==> config.mk <==
export PLATFORM = sky130hd
export DESIGN_NAME = master_update_ctrl_flat
export DESIGN_NICKNAME = d
export VERILOG_FILES = /design/src/rtl/lock_pkg.sv /design/src/rtl/master_update_ctrl_if.sv /design/src/rtl/cycle_timer.sv /design/src/rtl/master_update_ctrl.sv /design/src/flat_wrapper.sv
export SDC_FILE = /design/constraint.sdc
export NUM_CORES = 1
export LEC_CHECK = 0
export BUFFER_PORTS_ARGS = -buffer_cell sky130_fd_sc_hd__buf_2
export CAP_MARGIN = 0
export CELL_PAD_IN_SITES_DETAIL_PLACEMENT = 1
export CELL_PAD_IN_SITES_GLOBAL_PLACEMENT = 1
export CORE_ASPECT_RATIO = 1.1
export CORE_MARGIN = 4
export CORE_UTILIZATION = 44
export CTS_BUF_LIST = sky130_fd_sc_hd__clkbuf_16
export DETAILED_ROUTE_END_ITERATION = 10
export PLACE_DENSITY = 0.84
export SLEW_MARGIN = 10
export SYNTH_ARGS = -nofsm -noshare
export SYNTH_HDL_FRONTEND = slang
export SYNTH_HIERARCHICAL = 1
export SYNTH_SLANG_ARGS = --single-unit
==> constraint.sdc <==
create_clock -name clk -period 5.7 [get_ports clk]
set_clock_uncertainty 0.05 [all_clocks]
set_input_delay 0.57 -clock clk [delete_from_list [all_inputs] [get_ports clk]]
set_output_delay 0.57 -clock clk [all_outputs]
set_load 0.01 [all_outputs]
==> src/rtl/lock_pkg.sv <==
// Shared types for the master-PIN change path: the keypad PIN packet, the
// controller state encoding, failure codes and PIN helper functions.
package lock_pkg;

  typedef struct packed {
    logic       status;
    logic [3:0] d1;
    logic [3:0] d2;
    logic [3:0] d3;
    logic [3:0] d4;
  } pinPac_t;

  typedef enum logic [2:0] {
    ST_IDLE,
    ST_AUTH,
    ST_NEW1,
    ST_NEW2,
    ST_COMMIT,
    ST_WAIT_ACK,
    ST_LOCKOUT
  } state_t;

  localparam logic [1:0] FC_TIMEOUT  = 2'd0;
  localparam logic [1:0] FC_BAD_AUTH = 2'd1;
  localparam logic [1:0] FC_INVALID  = 2'd2;
  localparam logic [1:0] FC_NO_ACK   = 2'd3;

  localparam pinPac_t PIN_BLANK = '{status: 1'b0, d1: 4'hF, d2: 4'hF, d3: 4'hF, d4: 4'hF};

  // A PIN is usable only if every digit is decimal; 4'hF marks an unprogrammed slot.
  function automatic logic pin_valid(pinPac_t p);
    return (p.d1 <= 4'd9) && (p.d2 <= 4'd9) && (p.d3 <= 4'd9) && (p.d4 <= 4'd9);
  endfunction

  function automatic logic pin_eq(pinPac_t a, pinPac_t b);
    return (a.d1 == b.d1) && (a.d2 == b.d2) && (a.d3 == b.d3) && (a.d4 == b.d4);
  endfunction

endpackage

==> src/rtl/master_update_ctrl_if.sv <==
// Bundle between the keypad/admin side, the controller and update_master.
// The slave modport is the controller's view, the master modport its environment's.
interface master_update_ctrl_if;
  import lock_pkg::*;

  logic       admin_req;
  pinPac_t    pin_in;
  pinPac_t    current_master;
  logic       master_ack;
  pinPac_t    upd_pin;
  logic       busy;
  logic       locked;
  logic       update_done;
  logic       update_fail;
  logic [1:0] fail_code;

  modport master (
    output admin_req, pin_in, current_master, master_ack,
    input  upd_pin, busy, locked, update_done, update_fail, fail_code
  );

  modport slave (
    input  admin_req, pin_in, current_master, master_ack,
    output upd_pin, busy, locked, update_done, update_fail, fail_code
  );

endinterface

==> src/rtl/cycle_timer.sv <==
// Free-running cycle counter with a synchronous clear; flags the last cycle
// before the programmable limit is reached.
module cycle_timer #(
  parameter int CNT_W = 32
) (
  input  logic             clk,
  input  logic             rst,
  input  logic             i_clear,
  input  logic [CNT_W-1:0] i_limit,
  output logic             o_expire
);

  logic [CNT_W-1:0] r_count;

  always_ff @(posedge clk) begin
    if (rst || i_clear) begin
      r_count <= '0;
    end else begin
      r_count <= r_count + CNT_W'(1);
    end
  end

  assign o_expire = (r_count == (i_limit - CNT_W'(1)));

endmodule

==> src/rtl/master_update_ctrl.sv <==
// Master-PIN change sequencer: auth, new PIN, confirm, one-cycle commit to
// update_master, ack check, with entry timeouts and auth-failure lockout.
module master_update_ctrl
  import lock_pkg::*;
#(
  parameter int unsigned TIMEOUT_CYCLES = 100_000_000,
  parameter int unsigned ACK_WAIT       = 4,
  parameter int unsigned MAX_AUTH_FAIL  = 3,
  parameter int unsigned LOCKOUT_CYCLES = 500_000_000,
  parameter int          CNT_W          = 32
) (
  input logic               clk,
  input logic               rst,
  master_update_ctrl_if.slave bus
);

  localparam int FC_W = $clog2(MAX_AUTH_FAIL + 1);

  state_t           r_state;
  pinPac_t          r_captured;
  pinPac_t          r_updPin;
  logic [FC_W-1:0]  r_authFails;
  logic             r_busy;
  logic             r_locked;
  logic             r_done;
  logic             r_fail;
  logic [1:0]       r_failCode;

  logic [FC_W-1:0]  w_failsNext;
  logic [CNT_W-1:0] w_limit;
  logic             w_clear;
  logic             w_expire;

  assign w_failsNext = r_authFails + FC_W'(1);

  always_comb begin
    w_limit = CNT_W'(TIMEOUT_CYCLES);
    if (r_state == ST_WAIT_ACK) begin
      w_limit = CNT_W'(ACK_WAIT);
    end else if (r_state == ST_LOCKOUT) begin
      w_limit = CNT_W'(LOCKOUT_CYCLES);
    end
  end

  // The timer is held at zero outside timed states and restarted on every
  // event that leaves one, so each timed state starts counting from 0.
  always_comb begin
    w_clear = w_expire;
    case (r_state)
      ST_AUTH, ST_NEW1, ST_NEW2: if (bus.pin_in.status) w_clear = 1'b1;
      ST_WAIT_ACK:               if (bus.master_ack)    w_clear = 1'b1;
      ST_LOCKOUT:                ;
      default:                   w_clear = 1'b1;
    endcase
  end

  cycle_timer #(.CNT_W(CNT_W)) u_timer (
    .clk      (clk),
    .rst      (rst),
    .i_clear  (w_clear),
    .i_limit  (w_limit),
    .o_expire (w_expire)
  );

  always_ff @(posedge clk) begin
    if (rst) begin
      r_state     <= ST_IDLE;
      r_captured  <= PIN_BLANK;
      r_updPin    <= PIN_BLANK;
      r_authFails <= '0;
      r_busy      <= 1'b0;
      r_locked    <= 1'b0;
      r_done      <= 1'b0;
      r_fail      <= 1'b0;
      r_failCode  <= FC_TIMEOUT;
    end else begin
      r_updPin.status <= 1'b0;
      r_done          <= 1'b0;
      r_fail          <= 1'b0;

      case (r_state)
        ST_IDLE: begin
          if (bus.admin_req) begin
            r_busy  <= 1'b1;
            r_state <= pin_valid(bus.current_master) ? ST_AUTH : ST_NEW1;
          end
        end

        ST_AUTH: begin
          if (bus.pin_in.status) begin
            if (pin_eq(bus.pin_in, bus.current_master)) begin
              r_authFails <= '0;
              r_state     <= ST_NEW1;
            end else begin
              r_authFails <= w_failsNext;
              r_fail      <= 1'b1;
              r_failCode  <= FC_BAD_AUTH;
              if (w_failsNext == FC_W'(MAX_AUTH_FAIL)) begin
                r_locked <= 1'b1;
                r_state  <= ST_LOCKOUT;
              end else begin
                r_busy  <= 1'b0;
                r_state <= ST_IDLE;
              end
            end
          end else if (w_expire) begin
            r_fail     <= 1'b1;
            r_failCode <= FC_TIMEOUT;
            r_busy     <= 1'b0;
            r_state    <= ST_IDLE;
          end
        end

        ST_NEW1: begin
          if (bus.pin_in.status) begin
            if (pin_valid(bus.pin_in)) begin
              r_captured <= {1'b0, bus.pin_in[15:0]};
              r_state    <= ST_NEW2;
            end else begin
              r_fail     <= 1'b1;
              r_failCode <= FC_INVALID;
              r_busy     <= 1'b0;
              r_state    <= ST_IDLE;
            end
          end else if (w_expire) begin
            r_fail     <= 1'b1;
            r_failCode <= FC_TIMEOUT;
            r_busy     <= 1'b0;
            r_state    <= ST_IDLE;
          end
        end

        // The commit word is loaded here so upd_pin carries it during COMMIT only.
        ST_NEW2: begin
          if (bus.pin_in.status) begin
            if (pin_eq(bus.pin_in, r_captured)) begin
              r_updPin <= {1'b1, r_captured[15:0]};
              r_state  <= ST_COMMIT;
            end else begin
              r_captured <= PIN_BLANK;
              r_fail     <= 1'b1;
              r_failCode <= FC_INVALID;
              r_busy     <= 1'b0;
              r_state    <= ST_IDLE;
            end
          end else if (w_expire) begin
            r_fail     <= 1'b1;
            r_failCode <= FC_TIMEOUT;
            r_busy     <= 1'b0;
            r_state    <= ST_IDLE;
          end
        end

        ST_COMMIT: begin
          r_state <= ST_WAIT_ACK;
        end

        ST_WAIT_ACK: begin
          if (bus.master_ack) begin
            r_done  <= 1'b1;
            r_busy  <= 1'b0;
            r_state <= ST_IDLE;
          end else if (w_expire) begin
            r_fail     <= 1'b1;
            r_failCode <= FC_NO_ACK;
            r_busy     <= 1'b0;
            r_state    <= ST_IDLE;
          end
        end

        ST_LOCKOUT: begin
          if (w_expire) begin
            r_authFails <= '0;
            r_locked    <= 1'b0;
            r_busy      <= 1'b0;
            r_state     <= ST_IDLE;
          end
        end

        default: begin
          r_locked <= 1'b0;
          r_busy   <= 1'b0;
          r_state  <= ST_IDLE;
        end
      endcase
    end
  end

  assign bus.upd_pin     = r_updPin;
  assign bus.busy        = r_busy;
  assign bus.locked      = r_locked;
  assign bus.update_done = r_done;
  assign bus.update_fail = r_fail;
  assign bus.fail_code   = r_failCode;

endmodule
==> src/flat_wrapper.sv <==
// flat-port wrapper written by rule: the top's interface ports become plain ports
module master_update_ctrl_flat import lock_pkg::*;
#(
  parameter int unsigned TIMEOUT_CYCLES = 100_000_000,
  parameter int unsigned ACK_WAIT       = 4,
  parameter int unsigned MAX_AUTH_FAIL  = 3,
  parameter int unsigned LOCKOUT_CYCLES = 500_000_000,
  parameter int          CNT_W          = 32
)
  (clk, rst, bus_admin_req, bus_pin_in, bus_current_master, bus_master_ack, bus_upd_pin, bus_busy, bus_locked, bus_update_done, bus_update_fail, bus_fail_code);
  master_update_ctrl_if bus_i ();
  input logic clk;
  input logic rst;
  input wire logic [$bits(bus_i.admin_req)-1:0] bus_admin_req;
  input wire logic [$bits(bus_i.pin_in)-1:0] bus_pin_in;
  input wire logic [$bits(bus_i.current_master)-1:0] bus_current_master;
  input wire logic [$bits(bus_i.master_ack)-1:0] bus_master_ack;
  output wire logic [$bits(bus_i.upd_pin)-1:0] bus_upd_pin;
  output wire logic [$bits(bus_i.busy)-1:0] bus_busy;
  output wire logic [$bits(bus_i.locked)-1:0] bus_locked;
  output wire logic [$bits(bus_i.update_done)-1:0] bus_update_done;
  output wire logic [$bits(bus_i.update_fail)-1:0] bus_update_fail;
  output wire logic [$bits(bus_i.fail_code)-1:0] bus_fail_code;
  assign bus_i.admin_req = bus_admin_req;
  assign bus_i.pin_in = bus_pin_in;
  assign bus_i.current_master = bus_current_master;
  assign bus_i.master_ack = bus_master_ack;
  assign bus_upd_pin = bus_i.upd_pin;
  assign bus_busy = bus_i.busy;
  assign bus_locked = bus_i.locked;
  assign bus_update_done = bus_i.update_done;
  assign bus_update_fail = bus_i.update_fail;
  assign bus_fail_code = bus_i.fail_code;
  master_update_ctrl #(.TIMEOUT_CYCLES(TIMEOUT_CYCLES), .ACK_WAIT(ACK_WAIT), .MAX_AUTH_FAIL(MAX_AUTH_FAIL), .LOCKOUT_CYCLES(LOCKOUT_CYCLES), .CNT_W(CNT_W)) u_core (.clk(clk), .rst(rst), .bus(bus_i));
endmodule
-- Word-level counts from Yosys, hierarchy flattened
Cells that the tools add are included.
- flip-flop bits (word level): 76
- bits of input ports: 38
- output and inout bits: 23
- logic and storage cells: 154
- add/subtract/negate cells: 3
- magnitude comparators: 8
- equality and inequality tests: 31
- muxes and demuxes: 63
- bitwise logic cells: 5
- reduce and logical (&&, ||, !) cells: 27
- operators by type and width (kind ; number):
    2-to-1 mux 16 bit ; 4
    adder 32 x 1 -> 32 bit (second input constant) ; 1
    == test 32 bit ; 1
    == test 4 bit ; 8
    <= comparator 4 bit (second input constant) ; 8
    2-to-1 mux 32 bit ; 1
    one-hot mux 16 bit (2 select lines) ; 1
    subtractor 32 x 1 -> 32 bit (second input constant) ; 1
    2-to-1 mux 29 bit ; 1
    2-to-1 mux 2 bit ; 14
    2-to-1 mux 3 bit ; 9
    2-to-1 mux 1 bit ; 25
    one-hot mux 3 bit (7 select lines) ; 1
    2-to-1 mux 17 bit ; 1
    inequality test 2 bit (second input constant) ; 7
    logical AND 1 bit ; 12
    inequality test 3 bit (second input constant) ; 4
    AND reduction 6 bit ; 2
    AND reduction 5 bit ; 2
    == test 3 bit (second input constant) ; 3
    inequality test 2 x 1 -> 1 bit (second input constant) ; 4
    one-hot mux 2 bit (4 select lines) ; 1
    one-hot mux 1 bit (7 select lines) ; 1
    == test 3 x 2 -> 1 bit (second input constant) ; 2
    15 further kinds ; 23

-- Logic depth before layout (Yosys ltp)
- depth in word-level cells: 8
- gate-level depth with buffers: 19
- depth with buffers taken out: 17

-- Cells and area by module
The synthesis kept the hierarchy.
- by module, submodules not included (module ; instances ; cells an instance ; area an instance (sq um) ; sequential area each (sq um)):
    cycle_timer ; 1 ; 342 ; 2676.3 ; 640.6
    master_update_ctrl ; 1 ; 297 ; 2501.1 ; 880.8

-- Worst setup path after synthesis
No wires, ideal clock.
- path type: flip-flop to flip-flop
- start point: register u_core.r_state[1]
- end point: register u_core.r_failCode[1] (netlist: u_core/bus.fail_code[1])
- library setup time: 0.095 ns
- arrival: 5.072 ns
- required time: 5.555 ns
- slack: 0.483 ns
- stages on the path, launching flop included: 20
- path buffers: 2
- period minus slack after synthesis: 5.217 ns
- cells stage by stage: dfxtp_1 > clkbuf_1 > inv_1 > nand3_1 > inv_1 > nor2_1 > nor4b_1 > nand4_2 > o31a_1 > or4b_1 > nand3_1 > nand4_1 > nor4_2 > buf_2 > inv_1 > or3_1 > a21oi_1 > o211a_1 > nand2b_1 > a221oi_1
- elaborated cells on any way between the ends: 21
- those cells by class: 1 x add/sub; 11 x eq/ne; 7 x mux; 2 x reduce/logical
- RTL lines (element ; line ; text):
    start, declared ; master_update_ctrl.sv:19 ; state_t r_state;
    start signal, assigned ; master_update_ctrl.sv:85 ; r_state <= pin_valid(bus.current_master) ? ST_AUTH : ST_NEW1;
    == test 3 bit (*) ; master_update_ctrl.sv:38 ; if (r_state == ST_WAIT_ACK) begin
    2-to-1 mux 32 bit (*) ; master_update_ctrl.sv:38 ;
    net u_core.w_limit[13] ; master_update_ctrl.sv:30 ; logic [CNT_W-1:0] w_limit;
    subtractor 32 x 1 -> 32 bit (*) ; cycle_timer.sv:23 ; assign o_expire = (r_count == (i_limit - CNT_W'(1)));
    == test 32 bit (*) ; cycle_timer.sv:23 ;
    net u_core.w_expire ; master_update_ctrl.sv:32 ; logic w_expire;
    2-to-1 mux 2 bit ; -- ;
    2-to-1 mux 2 bit (on tied branches) ; -- ;
    one-hot mux 2 bit (4 select lines) ; master_update_ctrl.sv:81 ; case (r_state)
    end signal, assigned ; master_update_ctrl.sv:75 ; r_failCode <= FC_TIMEOUT;
    end signal, assigned ; master_update_ctrl.sv:97 ; r_failCode <= FC_BAD_AUTH;
    end signal, assigned ; master_update_ctrl.sv:108 ; r_failCode <= FC_TIMEOUT;
    end, declared ; master_update_ctrl.sv:27 ; logic [1:0] r_failCode;
Mark *: on every way through the listed nets, which the timed path passes. The rest lies on a longest branch.
A chain may end at the register's enable or synchronous reset.

-- Worst setup path in the final report
- start point: register u_core.r_state[0]
- end point: register u_core.r_failCode[1] (netlist: u_core/bus.fail_code[1])
- cells in the longest elaborated chain, start to end: 8
- elaborated cells on any way between the ends: 21
- those cells by class: 1 x add/sub; 11 x eq/ne; 7 x mux; 2 x reduce/logical
- RTL lines (element ; line ; text):
    == test 3 bit ; master_update_ctrl.sv:40 ; end else if (r_state == ST_LOCKOUT) begin
    2-to-1 mux 29 bit ; master_update_ctrl.sv:40 ;
    2-to-1 mux 32 bit (*) ; master_update_ctrl.sv:38 ;
    net u_core.w_limit[10] ; master_update_ctrl.sv:30 ;
    subtractor 32 x 1 -> 32 bit (*) ; cycle_timer.sv:23 ;
    == test 32 bit (*) ; cycle_timer.sv:23 ;
    net u_core.w_expire ; master_update_ctrl.sv:32 ;
    2-to-1 mux 2 bit ; -- ;
    2-to-1 mux 2 bit (on tied branches) ; -- ;
    one-hot mux 2 bit (4 select lines) ; master_update_ctrl.sv:81 ;
Marked as above.

==> flow_summary.toml <==
[die]
die_height_um = 122
core_area_um2 = 11500
die_w_um = 111
initial_core_util_pct = 45.1
io_pins = 61
rows = 41
dieArea_um2 = 13600

[timing]
final.min_clock_period_ns = 5.00
max_slew_margin_pct = 38.0
rsz0062_at_grt = "no"
fmax_ghz = 0.200
hold_slack_ns = 0.448
hold_violations = 0
totalNegativeSetupSlack_ns = 0
setup_viol = 0
post-route-period-util_pct = 87.7
slew_viol_final = 0
worst_pin_slew_ns = 0.927

[synthesis]
synth_edf_count = 0
synth.largest_area_cell = "dfxtp_1"
yosys.area.top_type_share_pct = 29.4
syn_area_um2 = 5180
synth_warnings = 6
synth_cells = 639
ys_ff_latch = 76
seq_area_frac_synth_pct = 29.4
yosysUniqueCellTypes = 77
ys.flop_type = "dfxtp_1"
synth_top_cells_by_area = "dfxtp_1 29%, xor2_1 7.8%, xnor2_1 7.4%"
async_flop_share_pct = 0
syn-mean-instance-area_um2 = 8.10

[critical_path]
crit_top_cell = "nand4_1"
path_cells = "inv_2, nand2_1, nor2_1, buf_4, or4_1, nor4b_2, xnor2_1, nand4_1, a211oi_1, nand4_1, nor4_2, inv_1, or3_1, a21oi_1, o211a_1, nand2b_1, a221oi_1"
worst-endpoint-required_ns = 5.89
cp.arrival_ns = 5.19
path_max_fanout = 17
worstSetupPathType = "reg -> reg"
crit_family = "simple AND/OR/NAND/NOR gates"
worst-path-buf-inv = 3
crit_slowest_cell = "dfxtp_1"
cp-end-kind = "flip-flop"
crit_path_max_incr_delay_ns = 0.72
start_kind = "flip-flop"

[global_routing]
grt-ovfl-total = 0
grt_max_degree = 45
track_usage_pct = 22.8
grt_pass1_wl_um = 25400
first_global_vias = 5201
grt_antenna_before_repair = 0

[clock_tree]
cts_sinks = 76
tritoncts = "done"
cts-hold-fix-buffers = 0
post_cts.repair.setup_buffers = 0
cts_buffer_depth = 2
h-tree-depth = 3
root_buffer = "clkbuf_16"
path_clk_slew_ns = 0.07
clk_latency_ns = 0.34
cts_buffers = 9
cts_resized = 0

[final_layout]
final_cell_mix = "76 x dfxtp_1, 63 x nor2_1, 59 x buf_2"
final_common_cell = "dfxtp_1"
multiInputGateArea_um2 = 3620
diodes = 0
final_util_pct = 52.9
fillCellCount = 1443
final_cell_area_um2 = 6070
nNetsFinal = 782
layout-area-overhead-vs-synth_pct = 17.3
drive_above_1_share_pct = 14.9
regArea_um2 = 1520

[power_and_ir_drop]
ir_worst_vdd_uv = 119
p_total_mw = 1.29
powerDensity_nw_per_um2 = 212
power.static_leakage_nw = 2.17

[drt]
firstDrtPassIters = 4
dr.first_iter.drc_count = 271
wl_um = 15500
drc = 0
drt-vias-per-instance = 5.58
antenna_left = 0
num_vias = 5004
wl_per_cell_um = 17.3

[place]
gp_congestion = 0.959
dpl_cell_area_um2 = 5770
dp.final_hpwl_um = 11300
io_buffers = 59

[min_path]
hold_path_class = "reg -> reg"

[status]
outcome = "complete, no violations"

[job]
cap_viol_max_count = 0
[power breakdown]
group          internal (mW)  total [mW]  leakage [nW]  switching (mW)
Combinational         0.0557       0.145          1.41          0.0896
Sequential             0.538       0.545         0.614         0.00720
Clock                  0.346       0.600         0.145           0.253
[cell families after synthesis]
family	count (synthesis)	synth area share, %
flip-flops	76	29.4
XOR/XNOR	90	15.2
multiplexers	8	1.57
adder cells (fa/ha/maj)	3	0.725
AO/OA/AOI/OAI	118	15.5
AND/OR/NAND/NOR	289	32.6
buffers and inverters	54	4.95
other	1	0.0724
[sequential cells by signal, summed over array words and instances, names as in the netlist]
signal / cells
u_core/u_timer/r_count: 32
u_core/bus.upd_pin: 17
u_core/r_captured: 16
u_core/r_state: 3
u_core/bus.fail_code: 2
u_core/r_authFails: 2
u_core/bus.busy: 1
u_core/bus.locked: 1
u_core/bus.update_done: 1
u_core/bus.update_fail: 1
[Yosys cell counts, drive strengths merged, types with 20 or more instances]
master and instances:
nand3 21, nor2b 25, nor2 64, clkbuf 21, nand4 20, nor3 20
nand2 29, o21ai 39, nand2b 25, xor2 46, xnor2 44, inv 20
a21oi 22, dfxtp 76, or3 23
[area by class of cell]
cell class              instances  share of cell area (%)
clock buffers                   9                    3.71
clock inverters                 7                    1.36
inverters                      20                    1.24
multi-input cells             566                    59.6
flip-flops and latches         76                    25.1
well taps                     150                    3.09
repair buffers                 68                    5.97
[metal layers]
layer | vias to the layer above | routed length (um) | track usage (%)
li1 | 2440 | - | -
met1 | 2406 | 6460 | 25.6
met2 | 121 | 7970 | 42.5
met3 | 37 | 592 | 3.68
met4 | 0 | 433 | 10.0
met5 | - | 0 | 0
[path summary, 6_finish.rpt]
check	start	end	slack, ns	depth (start not counted)
setup / recovery	u_core/r_state[0]$_SDFFE_PP0N_	u_core/bus.fail_code[1]$_SDFFE_PP0P_	0.70	17
hold / removal	u_core/u_timer/r_count[0]$_SDFF_PP0_	u_core/u_timer/r_count[0]$_SDFF_PP0_	0.45	1
setup reg to reg	u_core/r_state[0]$_SDFFE_PP0N_	u_core/bus.fail_code[1]$_SDFFE_PP0P_	0.70	17
hold reg to reg	u_core/u_timer/r_count[0]$_SDFF_PP0_	u_core/u_timer/r_count[0]$_SDFF_PP0_	0.45	1
[through the flow]
| step | setup WS (ns) | cells |
|---|---|---|
| 3_3_place_gp | 1.02 | 880 |
| 2_1_floorplan | 0.483 | 696 |
| 5_1_grt | 0.433 | 896 |
| 6_report | 0.704 | 896 |
| 3_5_place_dp | 0.832 | 880 |
| 4_1_cts | 0.770 | 896 |
No activity file was read; power rests on OpenSTA's default activity.
